===== src/rtl/sar_conv_ctrl.sv =====
// SAR-ADC conversion sequencer: sampler timing, binary-search bit trials
// against the comparator, and a valid/ready result port with a sticky
// overrun flag.
//
// state      | meaning
// -----------+------------------------------------------------------------
// ST_IDLE    | waiting for start; DAC parked at mid-scale
// ST_SAMPLE  | sampler switch closed for SAMPLE_CYCLES cycles
// ST_CONVERT | one bit trial per cycle, MSB first; last trial posts result
module sar_conv_ctrl #(
    parameter int NBITS         = 4,
    parameter int SAMPLE_CYCLES = 2
) (
    input  logic             clk,
    input  logic             rst,
    input  logic             start,
    input  logic             cmp_in,
    output logic             sample,
    output logic [NBITS-1:0] dac_code,
    output logic             busy,
    output logic [NBITS-1:0] res_data,
    output logic             res_valid,
    input  logic             res_ready,
    output logic             overrun
);

    localparam int IDX_W = $clog2(NBITS);
    localparam int CNT_W = (SAMPLE_CYCLES > 1) ? $clog2(SAMPLE_CYCLES) : 1;

    localparam logic [NBITS-1:0] MID      = {1'b1, {(NBITS-1){1'b0}}};
    localparam logic [CNT_W-1:0] CNT_LOAD = CNT_W'(SAMPLE_CYCLES - 1);
    localparam logic [IDX_W-1:0] IDX_TOP  = IDX_W'(NBITS - 1);

    localparam logic [1:0] ST_IDLE    = 2'd0;
    localparam logic [1:0] ST_SAMPLE  = 2'd1;
    localparam logic [1:0] ST_CONVERT = 2'd2;

    logic [1:0]       state_q, state_d;
    logic [CNT_W-1:0] cnt_q, cnt_d;
    logic [IDX_W-1:0] idx_q, idx_d;
    logic             sample_q, sample_d;
    logic [NBITS-1:0] dac_q, dac_d;
    logic             busy_q, busy_d;
    logic [NBITS-1:0] res_data_q, res_data_d;
    logic             res_valid_q, res_valid_d;
    logic             overrun_q, overrun_d;

    logic [NBITS-1:0] trial;
    logic             load;
    logic             xfer;

    // Next-state logic: sequencing, bit trials and result handshake.
    always_comb begin
        state_d     = state_q;
        cnt_d       = cnt_q;
        idx_d       = idx_q;
        sample_d    = sample_q;
        dac_d       = dac_q;
        busy_d      = busy_q;
        res_data_d  = res_data_q;
        res_valid_d = res_valid_q;
        overrun_d   = overrun_q;
        trial       = dac_q;
        load        = 1'b0;
        xfer        = res_valid_q & res_ready;

        case (state_q)
            ST_IDLE: begin
                dac_d    = MID;
                sample_d = 1'b0;
                busy_d   = 1'b0;
                if (start) begin
                    state_d  = ST_SAMPLE;
                    sample_d = 1'b1;
                    busy_d   = 1'b1;
                    cnt_d    = CNT_LOAD;
                end
            end
            ST_SAMPLE: begin
                if (cnt_q == '0) begin
                    state_d  = ST_CONVERT;
                    sample_d = 1'b0;
                    idx_d    = IDX_TOP;
                    dac_d    = MID;
                end else begin
                    cnt_d = cnt_q - 1'b1;
                end
            end
            ST_CONVERT: begin
                // The bit under trial is currently 1, so the comparator
                // decision is exactly the value it keeps.
                trial[idx_q] = cmp_in;
                if (idx_q != '0) begin
                    trial[idx_q - 1'b1] = 1'b1;
                    idx_d = idx_q - 1'b1;
                    dac_d = trial;
                end else begin
                    load       = 1'b1;
                    res_data_d = trial;
                    dac_d      = MID;
                    if (start) begin
                        state_d  = ST_SAMPLE;
                        sample_d = 1'b1;
                        cnt_d    = CNT_LOAD;
                    end else begin
                        state_d = ST_IDLE;
                        busy_d  = 1'b0;
                    end
                end
            end
            default: begin
                state_d  = ST_IDLE;
                sample_d = 1'b0;
                busy_d   = 1'b0;
                dac_d    = MID;
            end
        endcase

        // A load on a transfer edge replaces the consumed result cleanly;
        // only a load over an unconsumed result counts as an overrun.
        if (load) begin
            res_valid_d = 1'b1;
            if (res_valid_q && !res_ready) begin
                overrun_d = 1'b1;
            end else if (xfer) begin
                overrun_d = 1'b0;
            end
        end else if (xfer) begin
            res_valid_d = 1'b0;
            overrun_d   = 1'b0;
        end
    end

    // State registers; reset aborts any conversion in flight.
    always_ff @(posedge clk or negedge rst) begin
        if (!rst) begin
            state_q     <= ST_IDLE;
            cnt_q       <= '0;
            idx_q       <= '0;
            sample_q    <= 1'b0;
            dac_q       <= MID;
            busy_q      <= 1'b0;
            res_data_q  <= '0;
            res_valid_q <= 1'b0;
            overrun_q   <= 1'b0;
        end else begin
            state_q     <= state_d;
            cnt_q       <= cnt_d;
            idx_q       <= idx_d;
            sample_q    <= sample_d;
            dac_q       <= dac_d;
            busy_q      <= busy_d;
            res_data_q  <= res_data_d;
            res_valid_q <= res_valid_d;
            overrun_q   <= overrun_d;
        end
    end

    assign sample    = sample_q;
    assign dac_code  = dac_q;
    assign busy      = busy_q;
    assign res_data  = res_data_q;
    assign res_valid = res_valid_q;
    assign overrun   = overrun_q;

endmodule


===== config.mk =====
export PLATFORM = sky130hd
export DESIGN_NAME = sar_conv_ctrl
export DESIGN_NICKNAME = d
export VERILOG_FILES = /design/src/rtl/sar_conv_ctrl.sv
export SDC_FILE = /design/constraint.sdc
export NUM_CORES = 1
export LEC_CHECK = 0
export ABC_CLOCK_PERIOD_IN_PS = 1840
export CORE_MARGIN = 3
export CORE_UTILIZATION = 45
export DETAILED_ROUTE_END_ITERATION = 6
export DONT_BUFFER_PORTS = 1
export GPL_TIMING_DRIVEN = 0
export SKIP_CTS_REPAIR_TIMING = 1
export SYNTH_ARGS = -nofsm -noshare
export SYNTH_HDL_FRONTEND = slang
export SYNTH_SLANG_ARGS = --single-unit

===== constraint.sdc =====
create_clock -name clk -period 1.84 [get_ports clk]
set_input_delay 0.368 -clock clk [delete_from_list [all_inputs] [get_ports clk]]
set_output_delay 0.368 -clock clk [all_outputs]
set_load 0.02 [all_outputs]

; Yosys cells after proc, flatten, opt, wreduce, memory -nomap -nowiden
; Index checks and enable logic that the tools add are counted.
[totals]
rom_bits = 0
mem_count = 0
latchBits = 0
mem_bits_rw = 0
inputBits = 5
reg_bits = 17
word_cells = 77
output_inout_bits = 12
[classes]
bitwise_logic = 4
muxes = 35
reduce_logical = 15
multipliers = 0
magnitude_cmp = 4
div_mod_pow = 0
n_eq_ne = 8
shifts = 0
n_addsub = 2
[ops]
columns = cell, n
row1 = 1-bit 2-to-1 mux, 19
row2 = "2-bit != test, second input constant", 6
row3 = 3-bit AND reduction, 4
row4 = 2-bit 2-to-1 mux, 5
row5 = 1-bit one-hot mux with 3 select lines, 3
row6 = 4-bit 2-to-1 mux, 2
row7 = 4-bit one-hot mux with 2 select lines, 1
row8 = "2-bit by 3-bit < comparator with 1-bit output, second input constant", 2
row9 = 2-bit one-hot mux with 3 select lines, 1
row10 = 2-bit nonzero test, 3
row11 = 4-bit bitwise mux, 1
row12 = 1-bit demux with 2-bit select, 2
row13 = "2-bit by 1-bit >= comparator with 1-bit output, second input constant", 2
row14 = 4-bit OR, 1
row15 = 2-bit one-hot mux with 2 select lines, 1
row16 = 2-bit AND reduction, 2
row17 = 1-bit logical AND, 3
row18 = 3-bit nonzero test, 1
row19 = "2-bit by 1-bit == test with 1-bit output, second input constant", 1
row20 = "2-bit == test, second input constant", 1
row21 = 2-bit zero test, 1
row22 = 1-bit inverter, 2
row23 = "2-bit by 1-bit subtractor with 2-bit output, second input constant", 1
row24 = 1-bit AND, 1
row25 = other kinds (2), 2

; Depth between registers and ports, before layout
[depth]
word_depth = 8
depth_mapped = 7

; Worst setup path before layout
; Ideal clock, no wire load.
[synth_path]
kind = register -> register
startpoint = reg idx_q[0]
endpoint = reg idx_q[0]
t_required_ps = 1715
path_stages_with_launch = 8
synth_period_minus_slack_ps = 1890
slack_ps = -50
arrival_ps = 1765
path_buffers = 2
setup_time_ps = 125
cell_sequence = dfrtp_1 > inv_1 > ha_1 > buf_6 > or3b_1 > buf_2 > o31a_4 > mux2_4
[synth_between]
elab_chain_cells = 3
word_cells_on_any_way = 6
cone_classes = add/sub (1) / eq/ne (1) / mux (2) / reduce/logical (2)
[synth_lines]
columns = item, line
row1 = from (decl), 40  ; logic [IDX_W-1:0] idx_q, idx_d;
row2 = from (signal assigned), 149  ; idx_q <= idx_d;
row3 = 2-bit by 1-bit subtractor with 2-bit output / 2-bit nonzero test (equally long branches), "95, 93"
row4 = 2-bit 2-to-1 mux / 2-bit != test (equally long branches), -
row5 = 2-bit one-hot mux with 2 select lines / 3-bit AND reduction (equally long branches), -
; Parallel ways exist; a longest one is shown, timed or not. The select of a mux whose other input is x is not followed.
; A chain may end at the register's enable or synchronous reset.

; Final worst setup path
; Same ends and word-level chain as after synthesis.

==> impl_metrics.yaml <==
status:
  status: "finished clean"
setup_path:
  critical_path_peak_fanout: 9
  cp-end-kind: "flop"
  reg2reg_slack_ps: 40
  cp-start-kind: "flop"
  r2r_end: "idx_q[0]$_DFFE_PN0P_"
  timing.reg2reg.worst_path_depth: 6
  critical_path_class: "reg2reg"
  cpMaxStageDelayCell: "dfrtp_2"
  crit_required_ps: 2020
  critical-path-max-stage-delay_ps: 420
  cp_cell_sequence: "inv_2, ha_2, or3b_4, buf_6, o31a_4, mux2_4"
  crit_arrival_ps: 1970
  critical_path.reg2reg.startpoint: "idx_q[0]$_DFFE_PN0P_"
drt:
  wl_per_cell_um: 14.3
  routed_via_density: 5.49
  drt_pass_1_iters: 4
  num_vias: 664
  ant_nets: 0
  postRouteWirelength_mm: 1.73
  drc_marker_count_from_the_first_detailed_route_iteration: 5
  detail_route.drc_violations: 0
finish:
  final_cell_area_um2: 1010
  final_nets: 108
  area_growth_syn_to_layout_pct: 12.8
  final_layout_size_suffix_gt1_share_pct: 21.9
  filler_cell_count: 173
  n_antenna_cell: 0
pwr:
  switching_share_pct: 41.9
  internal_power_mw: 0.934
  net_sw_power_mw: 0.674
  power.sequential.fraction_pct: 48.5
  combinationalPowerShare_pct: 39.4
  power_dens_cells_nw_per_um2: 1590
  total_leakage_power_nw: 0.476
  maximum_ir_drop_on_the_vdd_rail_mv: 0.783
  clock_power_share_pct: 12.1
sta:
  final_total_negative_setup_slack_ps: 0
  final.setup.worst_slack_ps: 44.1
  finalWorstPathRequiredPeriod_ps: 1800
  fin_worst_skew_ps: 1.94
  finalHoldViolations: 0
  worst-slew-pin-transition_ps: 789
  setup_viol: 0
  slew-limit-headroom_pct: 47.2
  achievable-frequency_mhz: 557
  post-route-period-util_pct: 97.6
  timing_max_transition_violations_final: 0
floorplan:
  ioPinCount: 17
  fp-row-count: 15
  floorplan.initialDensity_pct: 49.9
  coreArea_um2: 1800
  dieHeight_um: 50.7
  die_outline_area_um2: 2570
  fp.dieW_um: 50.7
cts:
  clock_pin_slew_worst_setup_and_hold_paths_ps: 90
  worstSkewPairLatency_ps: 280
  htree_num_levels: 1
  clock_tree.buffer_depth: 2
  clock-sinks: 17
  cts-buffers-inserted: 3
  tritoncts: "done"
  clock_tree.root_cell: "clkbuf_4"
synth:
  synth-warning-count: 0
  syn-cell-area_um2: 898
  yosysTopAreaCell: "dfrtp_1"
  primary_flip_flop_cell_chosen_by_synthesis_mapping: "dfrtp_1"
  synth.lib_cells_used.distinct: 30
  ys_ff_latch: 17
  post_synth_inst_count: 86
  synth_fp_nets: 97
  postSynth.asyncResetShare_pct: 100
  synth_seq_area_share_pct: 47.5
  yosysTopAreaCellShare_pct: 44.6
  synthesis.area_per_instance_um2: 10.4
  yosys-top-cells-area: "dfrtp_1, ha_1, nand2_1"
  synth_edf_count: 0
global_routing:
  vias_in_the_first_global_route: 645
  global_route_wire_length_before_repair_mm: 2.91
  grt_max_degree: 18
  grt_antenna_before_repair: 0
  grtUsageTotal_pct: 15.2
  global_route.overflow_total: 0
placement:
  pre_cts_slack_ps: -125
  dpl_cell_area_um2: 931
  gp_congestion: 0.769
  buffer_ports.inserted: 0
  hpwl_reported_at_the_end_of_detailed_placement_mm: 1.22
min_path:
  worst_hold_path_type: "in2reg"
  min-delay-start: "res_ready"
  worst_hold_path_cell_count: 1
flow_run:
  max-cap-violations: 0
## Yosys cell counts, types with 2 or more instances
cell	n
a311oi_1	2
nand2b_1	4
a31oi_1	2
nor2b_1	3
a21oi_1	6
nor2_1	3
nand2_1	10
o21ai_0	4
nand3b_1	2
mux2i_1	2
mux2_4	2
clkbuf_1	2
dfrtp_1	16
ha_1	6
inv_1	6
a21o_1	2
## worst max path at each step
stage | start | endpoint | cells after the start | slack, ps
2_1_floorplan | idx_q[1]$_DFFE_PN0P_ | idx_q[0]$_DFFE_PN0P_ | 7 | 20
3_3_place_gp | idx_q[1]$_DFFE_PN0P_ | idx_q[0]$_DFFE_PN0P_ | 7 | -80
3_5_place_dp | idx_q[1]$_DFFE_PN0P_ | idx_q[0]$_DFFE_PN0P_ | 7 | -120
4_1_cts | idx_q[1]$_DFFE_PN0P_ | idx_q[0]$_DFFE_PN0P_ | 7 | -140
5_1_grt | idx_q[0]$_DFFE_PN0P_ | idx_q[0]$_DFFE_PN0P_ | 6 | -7
6_report | idx_q[0]$_DFFE_PN0P_ | idx_q[0]$_DFFE_PN0P_ | 6 | 40
## cell families (layout without fill, tap and decap cells)
kind of cell,Yosys count,after routing,synth area share [%]
AND/OR/NAND/NOR,26,26,15.2
adder cells (fa/ha/maj),6,6,8.36
multiplexers,5,5,6.82
buffers and inverters,10,20,5.15
AO/OA/AOI/OAI,22,22,17.0
flip-flops,17,17,47.5
## sequential cells by signal, indices dropped and copies added (netlist names), named ones only
signal,flops
busy,1
cnt_q,1
dac_code,4
idx_q,2
res_data,4
res_valid,1
sample,1
state_q,2
## power groups by stage
stage | Clock, mW | Combinational, mW | Sequential, mW
finish | 0.195 | 0.634 | 0.779
global route | 0.226 | 0.717 | 0.802
CTS | 0.203 | 0.534 | 0.790
detailed placement | 0 | 0.528 | 0.799
global placement | 0 | 0.517 | 0.789
floorplan | 0 | 0.449 | 0.759
## metrics by stage
step                cells  total power, mW  hold slack [ps]  utilization [%]
floorplan              86             1.21             72.4                -
global placement      111             1.31             72.8             51.7
detailed placement    111             1.33             72.8             51.7
CTS                   115             1.53             -244             53.1
global route          121             1.74              142             56.3
finish                121             1.61              158             56.3
## cell type report
class / instances / area, um2 / area share [%]
Multi-Input combinational cell: 59 / 430 / 42.5
Tap cell: 25 / 31.3 / 3.09
Buffer: 3 / 18.8 / 1.85
Timing Repair Buffer: 7 / 55.1 / 5.43
Clock buffer: 4 / 26.3 / 2.59
Inverter: 6 / 22.5 / 2.22
Sequential cell: 17 / 429 / 42.3
## metal layers
| layer | wire length, um | vias to the layer above | track usage (%) | share of wire, % |
|---|---|---|---|---|
| met2 | 843 | 18 | 24.1 | 49 |
| met3 | 92 | 4 | 5.04 | 5.3 |
| met5 | 0 | - | 0 | 0 |
| met4 | 16 | 0 | 5.38 | 0.93 |
| met1 | 777 | 320 | 19.1 | 45 |
| li1 | - | 322 | - | - |
## worst max-delay path: cells and delay by family (launching register included)
kind | cells | cell delay, ps
compound gates | 1 | 120
flops | 1 | 420
buf+inv | 2 | 190
mux | 1 | 300
fa+ha+maj | 1 | 240
simple gates | 1 | 410
## cell usage in the layout (no fill, tap or decap), drive strengths merged, types with 2 or more instances in the layout
| master | instances |
|---|---|
| a21o | 2 |
| a21oi | 6 |
| a311oi | 2 |
| a31oi | 2 |
| buf | 7 |
| clkbuf | 6 |
| dfrtp | 16 |
| ha | 6 |
| inv | 6 |
| mux2 | 3 |
| mux2i | 2 |
| nand2 | 10 |
| nand2b | 4 |
| nand3b | 2 |
| nor2 | 3 |
| nor2b | 3 |
| o21ai | 4 |
(Power assumes the default switching activity.)
